$ cat src/rtl/lsq_sqn_allocator.sv
// Load/store SqN allocator beside rename: numbers each group, tracks LQ/SQ credits against commit,
// stalls the whole group on overflow or during the one-cycle recovery after a mispredict restore.
module lsq_sqn_allocator #(
  parameter int WIDTH_UOPS = 4,
  parameter int LQ_SIZE    = 16,
  parameter int SQ_SIZE    = 16,
  parameter int SQN_W      = 7,
  parameter int CNT_W      = 3
) (
  input  logic                        clk,
  input  logic                        rst,
  input  logic                        IN_en,
  input  logic [WIDTH_UOPS-1:0]       IN_uopValid,
  input  logic [WIDTH_UOPS-1:0]       IN_uopIsLoad,
  input  logic [WIDTH_UOPS-1:0]       IN_uopIsStore,
  input  logic [CNT_W-1:0]            IN_comLoadCnt,
  input  logic [CNT_W-1:0]            IN_comStoreCnt,
  input  logic                        IN_branchTaken,
  input  logic [SQN_W-1:0]            IN_branchLoadSqN,
  input  logic [SQN_W-1:0]            IN_branchStoreSqN,
  output logic                        OUT_stall,
  output logic [WIDTH_UOPS-1:0]       OUT_uopValid,
  output logic [WIDTH_UOPS*SQN_W-1:0] OUT_loadSqN,
  output logic [WIDTH_UOPS*SQN_W-1:0] OUT_storeSqN,
  output logic [SQN_W-1:0]            OUT_nextLoadSqN,
  output logic [SQN_W-1:0]            OUT_nextStoreSqN
);

  typedef enum logic {RUN = 1'b0, RECOVER = 1'b1} state_t;

  state_t                      r_state, w_state_nxt;
  logic [SQN_W-1:0]            r_alloc_load, r_last_store, r_com_load, r_com_store;
  logic [SQN_W-1:0]            w_alloc_load_nxt, w_last_store_nxt;
  logic [WIDTH_UOPS-1:0]       w_is_load, w_is_store;
  logic [SQN_W-1:0]            w_n_load, w_n_store;
  logic [WIDTH_UOPS*SQN_W-1:0] w_load_sqn, w_store_sqn;
  logic [SQN_W:0]              w_occ_load, w_occ_store;
  logic                        w_lq_ovf, w_sq_ovf, w_accept;

  assign w_is_load  = IN_uopValid & IN_uopIsLoad & ~IN_uopIsStore;
  assign w_is_store = IN_uopValid & IN_uopIsStore;

  // Loads are numbered before counting the slot, stores after: storeSqN is the last store at or before the slot.
  always_comb begin
    w_n_load    = '0;
    w_n_store   = '0;
    w_load_sqn  = '0;
    w_store_sqn = '0;
    for (int i = 0; i < WIDTH_UOPS; i++) begin
      w_load_sqn[i*SQN_W +: SQN_W]  = r_alloc_load + w_n_load;
      w_n_load                      = w_n_load + SQN_W'(w_is_load[i]);
      w_n_store                     = w_n_store + SQN_W'(w_is_store[i]);
      w_store_sqn[i*SQN_W +: SQN_W] = r_last_store + w_n_store;
    end
  end

  // Occupancy is modular in SQN_W bits, then widened so adding the group cannot wrap.
  assign w_occ_load  = {1'b0, r_alloc_load - r_com_load};
  assign w_occ_store = {1'b0, r_last_store + SQN_W'(1) - r_com_store};
  assign w_lq_ovf    = (w_occ_load + {1'b0, w_n_load}) > (SQN_W+1)'(LQ_SIZE);
  assign w_sq_ovf    = (w_occ_store + {1'b0, w_n_store}) > (SQN_W+1)'(SQ_SIZE);

  assign OUT_stall = rst | (r_state == RECOVER) | w_lq_ovf | w_sq_ovf;
  assign w_accept  = IN_en & ~OUT_stall & ~IN_branchTaken & (|IN_uopValid);

  always_comb begin
    w_state_nxt      = RUN;
    w_alloc_load_nxt = r_alloc_load;
    w_last_store_nxt = r_last_store;
    if (IN_branchTaken) begin
      w_state_nxt      = RECOVER;
      w_alloc_load_nxt = IN_branchLoadSqN;
      w_last_store_nxt = IN_branchStoreSqN;
    end else if (w_accept) begin
      w_alloc_load_nxt = r_alloc_load + w_n_load;
      w_last_store_nxt = r_last_store + w_n_store;
    end
  end

  always_ff @(posedge clk) begin
    if (rst) r_state <= RUN;
    else     r_state <= w_state_nxt;
  end

  always_ff @(posedge clk) begin
    if (rst) begin
      r_alloc_load     <= '0;
      r_last_store     <= '1;
      r_com_load       <= '0;
      r_com_store      <= '0;
      OUT_uopValid     <= '0;
      OUT_loadSqN      <= '0;
      OUT_storeSqN     <= '0;
      OUT_nextLoadSqN  <= '0;
      OUT_nextStoreSqN <= '0;
    end else begin
      r_alloc_load     <= w_alloc_load_nxt;
      r_last_store     <= w_last_store_nxt;
      r_com_load       <= r_com_load + SQN_W'(IN_comLoadCnt);
      r_com_store      <= r_com_store + SQN_W'(IN_comStoreCnt);
      OUT_uopValid     <= w_accept ? IN_uopValid : '0;
      OUT_nextLoadSqN  <= w_alloc_load_nxt;
      OUT_nextStoreSqN <= w_last_store_nxt + SQN_W'(1);
      if (w_accept) begin
        OUT_loadSqN  <= w_load_sqn;
        OUT_storeSqN <= w_store_sqn;
      end
    end
  end

endmodule

$ cat config.mk
export PLATFORM = sky130hd
export DESIGN_NAME = lsq_sqn_allocator
export DESIGN_NICKNAME = d
export VERILOG_FILES = /design/src/rtl/lsq_sqn_allocator.sv
export SDC_FILE = /design/constraint.sdc
export NUM_CORES = 1
export LEC_CHECK = 0
export ABC_AREA = 1
export BUFFER_PORTS_ARGS = -buffer_cell sky130_fd_sc_hd__buf_2
export CORE_MARGIN = 2
export CORE_UTILIZATION = 51
export DETAILED_ROUTE_END_ITERATION = 7
export HOLD_SLACK_MARGIN = 0.06
export MAX_ROUTING_LAYER = met4
export PLACE_DENSITY = 0.77
export SETUP_SLACK_MARGIN = 0.05
export SLEW_MARGIN = 20
export SYNTH_ARGS = -nofsm -noshare
export SYNTH_HDL_FRONTEND = slang
export SYNTH_SLANG_ARGS = --single-unit
export TNS_END_PERCENT = 5
$ cat constraint.sdc
create_clock -name clk -period 4.7 [get_ports clk]
set_input_delay 0.47 -clock clk [delete_from_list [all_inputs] [get_ports clk]]
set_output_delay 0.47 -clock clk [all_outputs]
set_load 0.05 [all_outputs]
# Yosys cells after proc, flatten, opt, wreduce, memory -nomap -nowiden
# Cells that the tools add are included.
# Widths: inputs -> output; s select.
# totals
inputBits	36
output_inout_bits	75
register_bits	96
# op_classes
mux	5
n_bitwise	13
n_lt_le_gt_ge	2
reduce_logical	3
n_addsub	22
# op_table
op	count
$add 7x3->7	4
$mux 7	4
$add 7x4->8	2
$gt 8x5->1 const B	2
$add 7x1->7	2
$add 7x1->7 const B	2
$add 7x2->7	2
$add 7x4->7	2
$sub 7x7->7	2
$and 4x4->4	3
$add 3x1->4	2
$add 2x1->3	2
$add 1x1->2	2
$not 4->4	1
$reduce_or 4->1	1
$and 1x1->1	3
$not 1->1	3
$or 1x1->1	3
$reduce_bool 2->1	1
$reduce_or 2->1	1
$mux 1	1

# Depth between registers and ports, before layout
# depth
ltp_word	16
ltp_mapped	30

# Worst setup path before layout
# OpenSTA, ideal clock, no wires.
# synth_path
kind	input -> register
from	in IN_uopIsLoad[0]
to	reg OUT_nextStoreSqN[6]
t_required_ps	4591
cell_stages	29
path_slack_ps	220
t_arrival_ps	4371
path_buffers	0
path_cell_list	inv_1 nor3_1 inv_1 fa_1 inv_1 ha_1 fa_1 fa_1 nand2_1 nand2_1 a21oi_1 nor2_1 nand2_1 nor2_1 nand2_1 nand2_1 nand2_1 inv_2 nand3_4 nand2_2 inv_1 nand2_1 nand3b_2 ha_1 nand4_1 nor2_2 nand3_1 nand2_1 inv_1
# synth_via
elab_chain_cells	16
# synth_rtl
item	line_no	source
start: declaration	14	input logic [WIDTH_UOPS-1:0] IN_uopIsLoad,
$and 4x4->4 (2 in series)	40	assign w_is_load = IN_uopValid & IN_uopIsLoad & ~IN_uopIsStore;
$add 1x1->2	51	w_n_load = w_n_load + SQN_W'(w_is_load[i]);
$add 2x1->3	51	
$add 3x1->4	51	
$add 7x4->8	60	assign w_lq_ovf = (w_occ_load + {1'b0, w_n_load}) > (SQN_W+1)'(LQ_SIZE);
$gt 8x5->1	60	
$or 1x1->1 (2 in series)	63	assign OUT_stall = rst | (r_state == RECOVER) | w_lq_ovf | w_sq_ovf;
$not 1->1	64	assign w_accept = IN_en & ~OUT_stall & ~IN_branchTaken & (|IN_uopValid);
$and 1x1->1 (3 in series)	64	
$mux 7	74	end else if (w_accept) begin
$mux 7	70	if (IN_branchTaken) begin
via w_last_store_nxt[0]	33	logic [SQN_W-1:0] w_alloc_load_nxt, w_last_store_nxt;
$add 7x1->7	103	OUT_nextStoreSqN <= w_last_store_nxt + SQN_W'(1);
end signal: assignment	103	
end: declaration	26	output logic [SQN_W-1:0] OUT_nextStoreSqN
# The timed path passes the listed nets, and every way through them passes these cells.
# A chain may end at the register's enable or synchronous reset.

# Worst setup path after layout
# layout_path
from	in IN_uopIsStore[0]
to	reg OUT_nextStoreSqN[6]
# layout_via
elab_chain_cells	16
elab_cells_between_ends	23
cone_classes	10 x add/sub; 2 x order compare; 2 x mux; 9 x bitwise
# layout_rtl
item	line_no	source
start: declaration	15	input logic [WIDTH_UOPS-1:0] IN_uopIsStore,
$not 4->4	40	
$and 4x4->4	40	
$add 1x1->2	51	
$add 2x1->3	51	
$add 3x1->4	51	
$add 7x4->8	60	
$gt 8x5->1	60	
$or 1x1->1 (2 in series)	63	
$not 1->1	64	
$and 1x1->1 (3 in series)	64	
$mux 7 *	74	
$mux 7 *	70	
via w_last_store_nxt[0]	33	
$add 7x1->7 *	103	
# The timed path passes the listed nets; every way through them passes the cells marked *.

==> reports/metrics.sh <==
TIMING.CRITICAL_PATH.TO_TYPE='flip-flop'
WORST_PATH_LARGEST_CELL_DELAY_NS=0.56
WIDTH_OF_THE_DIE_UM=114
TIMING.RR.END='OUT_nextStoreSqN[6]'
DRT-PASS1-ITER-COUNT=5
WORST_R2R_PATH_DEPTH=27
PLACE.PORT_BUFFERS=110
NUMPLACEDINSTANCES=1062
SYNTHESIS.INSTANCES=823
YS_WARN_COUNT=0
TIMING.CRITICAL_PATH.SLOWEST_STAGE_CELL='sky130_fd_sc_hd__fa_2'
CTS.SINK_COUNT=96
INITIAL_UTILIZATION=0.516
TRITONCTS.NUM_BUFFERS=9
ROWS=40
TOP_AREA_CELLS_IN_THE_SYNTHESIZED_NETLIST='sky130_fd_sc_hd__dfxtp_1 31%, sky130_fd_sc_hd__ha_1 12%, sky130_fd_sc_hd__nand2_1 8.6%'
SETUP-TNS-FINAL_NS=0
ANTENNA-DIODE-COUNT=0
TOP_LEVEL_PORTS=111
GROUTE.USAGE.OVERALL=0.254
RELSLEWSLACK=0.377
DIEAREA_MM2=0.0129
HOLD_BUFFERS=0
CP_COMMON_CELL='sky130_fd_sc_hd__nand2_1'
CLOCK_INSERTION_DELAY_WORST_SKEW_NS=0.36
DRT_WL_TOTAL_UM=15800
MAX-CLOCK-PATH-BUFFERS=2
YOSYSTOPAREACELL='sky130_fd_sc_hd__dfxtp_1'
GRT_SETUP_UNREPAIRED='false'
FILLERINSTANCES=1100
POSTSYNTHNETCOUNT=936
SYNTH-SEQ-AREA-SHARE=0.313
SYNTH.AVG_CELL_AREA_UM2=7.47
MAX_SLEW.WORST_PIN.SLEW_NS=0.933
FINAL_ANTENNA_VIOLATING_NET_COUNT=0
STARTPOINT_TYPE='input pin'
GRT_MAX_DEGREE=63
TIMING_MAX_TRANSITION_VIOLATIONS_FINAL=0
DR.FIRST_ITER.DRC_COUNT=285
TRITONCTS='yes'
GRT_FIRST_PASS_WIRELENGTH_UM=25200
POST_DP_CELL_AREA_MM2=0.00685
POST_DRT_WL_PER_CELL_UM=14.6
TOTAL_POWER_DIVIDED_BY_CELL_AREA_mW_PER_MM2=326
SYNTHTOLAYOUTAREAGROWTH_PCT=17.9
AREA_OF_ALL_PLACED_CELLS_WITHOUT_FILLERS_MM2=0.00725
ANTENNA_FOUND_INITIAL=0
P_LEAK_nW=3.81
DRC_ERRORS=0
FLOORPLAN_CORE_AREA_MM2=0.0119
CTS.REPORTEDPATHS.CLKPINSLEW_NS=0.07
RESULT_OF_THE_RUN='completed'
HTREEDEPTH=3
SETUP.WORST_PATH.START='IN_uopIsStore[0]'
CRIT_PATH_CATEGORY='input pin to flip-flop'
SYNTH-SEQ-CELLS=96
PLACE.DETAILED.HPWL_UM=11900
REMAINING_GLOBAL_ROUTE_OVERFLOW=0
CRITICAL_PATH_BUF_INV_COUNT=6
SYNTHESIS.AREA_MM2=0.00615
ARRIVAL_NS=4.51
CRITICAL_PATH_CELL_COUNT=29
FINAL_CELLS=1081
TIMING.CRITICAL_PATH.TO='OUT_nextStoreSqN[6]'
PATH_DELAY_FAMILY='adder cells'
NUM_VIAS=5584
FINALCOREUTILIZATION=0.608
DRIVE_ABOVE_1_SHARE=0.192
CRIT-REG2REG-LAUNCH='r_last_store[1]'
TIMING.CRITICAL_PATH.REQUIRED_NS=4.95
R2R_SLACK_NS=0.57
HOLD_VIOL=0
SETUP_VIOL_COUNT_FINAL=0
FINAL_CRITICAL_PATH_SETUP_SLACK_NS=0.445
CLOCK.FMAX_MHz=235
CRITPATHMAXFANOUT=7
ROUTABILITYCONGESTION=0.934
FINAL.PERIOD_UTILIZATION=0.905
CTS.ROOT.BUFFER_CELL='sky130_fd_sc_hd__clkbuf_16'
FIRST_GLOBAL_VIAS=5259
MIN_PATH_TYPE='input pin to flip-flop'
PEAKVDDDROP_uV=154
MAXCAPVIOLATIONS=0
PLACE_WS_NS=-0.0676
CHIPHEIGHT_UM=114
ORIGIN_OF_THE_WORST_MIN_DELAY_PATH='IN_branchLoadSqN[0]'
SYNTH.DISTINCT_CELLS=37
DETAIL_ROUTE.VIAS_PER_CELL=5.17
HOLD_DEPTH=3
POST_ROUTE_CLOCK_SKEW_NS=0.00688
FINALNETCOUNT=1042
FINAL.MIN_CLOCK_PERIOD_NS=4.26
YOSYS.AREA.TOP_TYPE_SHARE=0.313
## worst register-to-register path, stage by stage, from the launching register on
cell	delay [ns]
sky130_fd_sc_hd__dfxtp_1	0.36
sky130_fd_sc_hd__inv_1	0.14
sky130_fd_sc_hd__ha_1	0.31
sky130_fd_sc_hd__inv_1	0.06
sky130_fd_sc_hd__ha_1	0.19
sky130_fd_sc_hd__inv_1	0.06
sky130_fd_sc_hd__fa_1	0.47
sky130_fd_sc_hd__inv_1	0.04
sky130_fd_sc_hd__ha_1	0.31
sky130_fd_sc_hd__a21oi_1	0.20
sky130_fd_sc_hd__nand2_1	0.10
sky130_fd_sc_hd__o21ai_1	0.20
sky130_fd_sc_hd__o21ai_0	0.11
sky130_fd_sc_hd__nand2_1	0.08
sky130_fd_sc_hd__nand3_2	0.09
sky130_fd_sc_hd__nor2_4	0.14
sky130_fd_sc_hd__nand3_4	0.13
sky130_fd_sc_hd__nand2_2	0.10
sky130_fd_sc_hd__inv_1	0.07
sky130_fd_sc_hd__nand2_1	0.10
sky130_fd_sc_hd__nand3b_4	0.11
sky130_fd_sc_hd__ha_2	0.20
sky130_fd_sc_hd__nand4_1	0.14
sky130_fd_sc_hd__nor2_2	0.07
sky130_fd_sc_hd__nand2_1	0.06
sky130_fd_sc_hd__nand2_1	0.06
sky130_fd_sc_hd__nand2_1	0.06
sky130_fd_sc_hd__inv_1	0.04
## cell type report
cell class	count	area (um2)	share of cell area
multi-input cells	570	3640	0.503
flip-flops and latches	96	1920	0.265
repair buffers	131	721	0.0995
inverters	121	454	0.0627
clock buffers	9	225	0.0311
well taps	147	184	0.0254
clock inverters	7	96.3	0.0133
## cells in the final DEF, fill, tap and decap left out, types with 4 or more instances in the layout
cell type / count
sky130_fd_sc_hd__ha_1: 60
sky130_fd_sc_hd__nor2_2: 4
sky130_fd_sc_hd__fa_1: 13
sky130_fd_sc_hd__nor2_1: 54
sky130_fd_sc_hd__inv_1: 117
sky130_fd_sc_hd__xor2_1: 32
sky130_fd_sc_hd__nor3_1: 6
sky130_fd_sc_hd__nand2_1: 141
sky130_fd_sc_hd__clkbuf_16: 9
sky130_fd_sc_hd__o311ai_0: 5
sky130_fd_sc_hd__dfxtp_1: 96
sky130_fd_sc_hd__buf_4: 20
sky130_fd_sc_hd__a21oi_1: 71
sky130_fd_sc_hd__nand4_1: 12
sky130_fd_sc_hd__xnor2_1: 12
sky130_fd_sc_hd__or2_2: 7
sky130_fd_sc_hd__o21ai_0: 69
sky130_fd_sc_hd__nand3_1: 50
sky130_fd_sc_hd__buf_2: 110
## metrics by stage
step	hold slack, ns	total power, mW
after floorplan	0.458	1.41
after global placement	0.430	1.55
after detailed placement	0.438	1.57
after CTS	0.357	2.36
after global routing	0.385	2.50
final	0.359	2.36
## worst min-delay path by stage
stage	end	slack [ns]
floorplan	r_com_load[3]	0.46
global placement	OUT_storeSqN[9]	0.43
detailed placement	OUT_storeSqN[9]	0.44
CTS	r_alloc_load[0]	0.36
global route	r_alloc_load[1]	0.38
finish	r_alloc_load[0]	0.36
## power breakdown
group,internal (mW),total [mW],switching (mW)
clock network,0.466,0.789,0.323
logic,0.254,0.700,0.446
registers,0.845,0.874,0.0298
## Yosys cell counts
library cell and number:
sky130_fd_sc_hd__nor3_2 1, sky130_fd_sc_hd__o311ai_0 5, sky130_fd_sc_hd__dfxtp_1 96, sky130_fd_sc_hd__ha_1 61, sky130_fd_sc_hd__a41oi_1 1, sky130_fd_sc_hd__nand3b_1 3, sky130_fd_sc_hd__inv_1 118, sky130_fd_sc_hd__nand4_1 12
sky130_fd_sc_hd__nand3b_2 1, sky130_fd_sc_hd__fa_1 16, sky130_fd_sc_hd__clkinv_1 1, sky130_fd_sc_hd__a211oi_1 1, sky130_fd_sc_hd__o21ai_1 2, sky130_fd_sc_hd__nand2_1 141, sky130_fd_sc_hd__buf_4 8, sky130_fd_sc_hd__a221oi_1 1
sky130_fd_sc_hd__clkbuf_1 15, sky130_fd_sc_hd__nand2_2 2, sky130_fd_sc_hd__xnor2_1 12, sky130_fd_sc_hd__o21ai_0 69, sky130_fd_sc_hd__or2_2 7, sky130_fd_sc_hd__nand3_1 50, sky130_fd_sc_hd__a31oi_1 1, sky130_fd_sc_hd__a21oi_1 73
sky130_fd_sc_hd__nand3_2 3, sky130_fd_sc_hd__nor3_1 9, sky130_fd_sc_hd__nor2_4 1, sky130_fd_sc_hd__nor2_2 2, sky130_fd_sc_hd__nand3_4 1, sky130_fd_sc_hd__nor2_1 56, sky130_fd_sc_hd__o211ai_1 1, sky130_fd_sc_hd__and2_1 3
sky130_fd_sc_hd__buf_2 12, sky130_fd_sc_hd__and3_1 3, sky130_fd_sc_hd__xor2_1 32, sky130_fd_sc_hd__buf_1 1, sky130_fd_sc_hd__inv_2 2
## logic make-up (layout without fill, tap and decap cells)
logic type | Yosys count | after routing | synth area share
AOI/OAI and AO/OA | 154 | 154 | 0.131
buffers and inverters | 157 | 268 | 0.103
and+or+nand+nor | 295 | 295 | 0.215
xor gates and xnor gates | 44 | 44 | 0.0627
DFF | 96 | 96 | 0.313
adders and majority gates | 77 | 77 | 0.176
## state kept, by name, indices dropped and copies added (netlist names)
| register | cells |
|---|---|
| OUT_loadSqN | 28 |
| OUT_nextStoreSqN | 7 |
| OUT_storeSqN | 28 |
| OUT_uopValid | 4 |
| r_alloc_load | 7 |
| r_com_load | 7 |
| r_com_store | 7 |
| r_last_store | 7 |
| r_state | 1 |
## routing by layer
layer / GRT usage / vias to the layer above / wire length (um)
li1: - / 2870 / -
met1: 0.338 / 2540 / 7420
met2: 0.398 / 146 / 7230
met3: 0.0430 / 28 / 846
met4: 0.0748 / 0 / 261
met5: - / - / 0
## timing repair
action | CTS | global route
gates resized for setup | 0 | 14
endpoints found under the setup margin | 0 | 7
setup buffers | 0 | 3
Note: power is estimated with default switching activity, not from simulation.
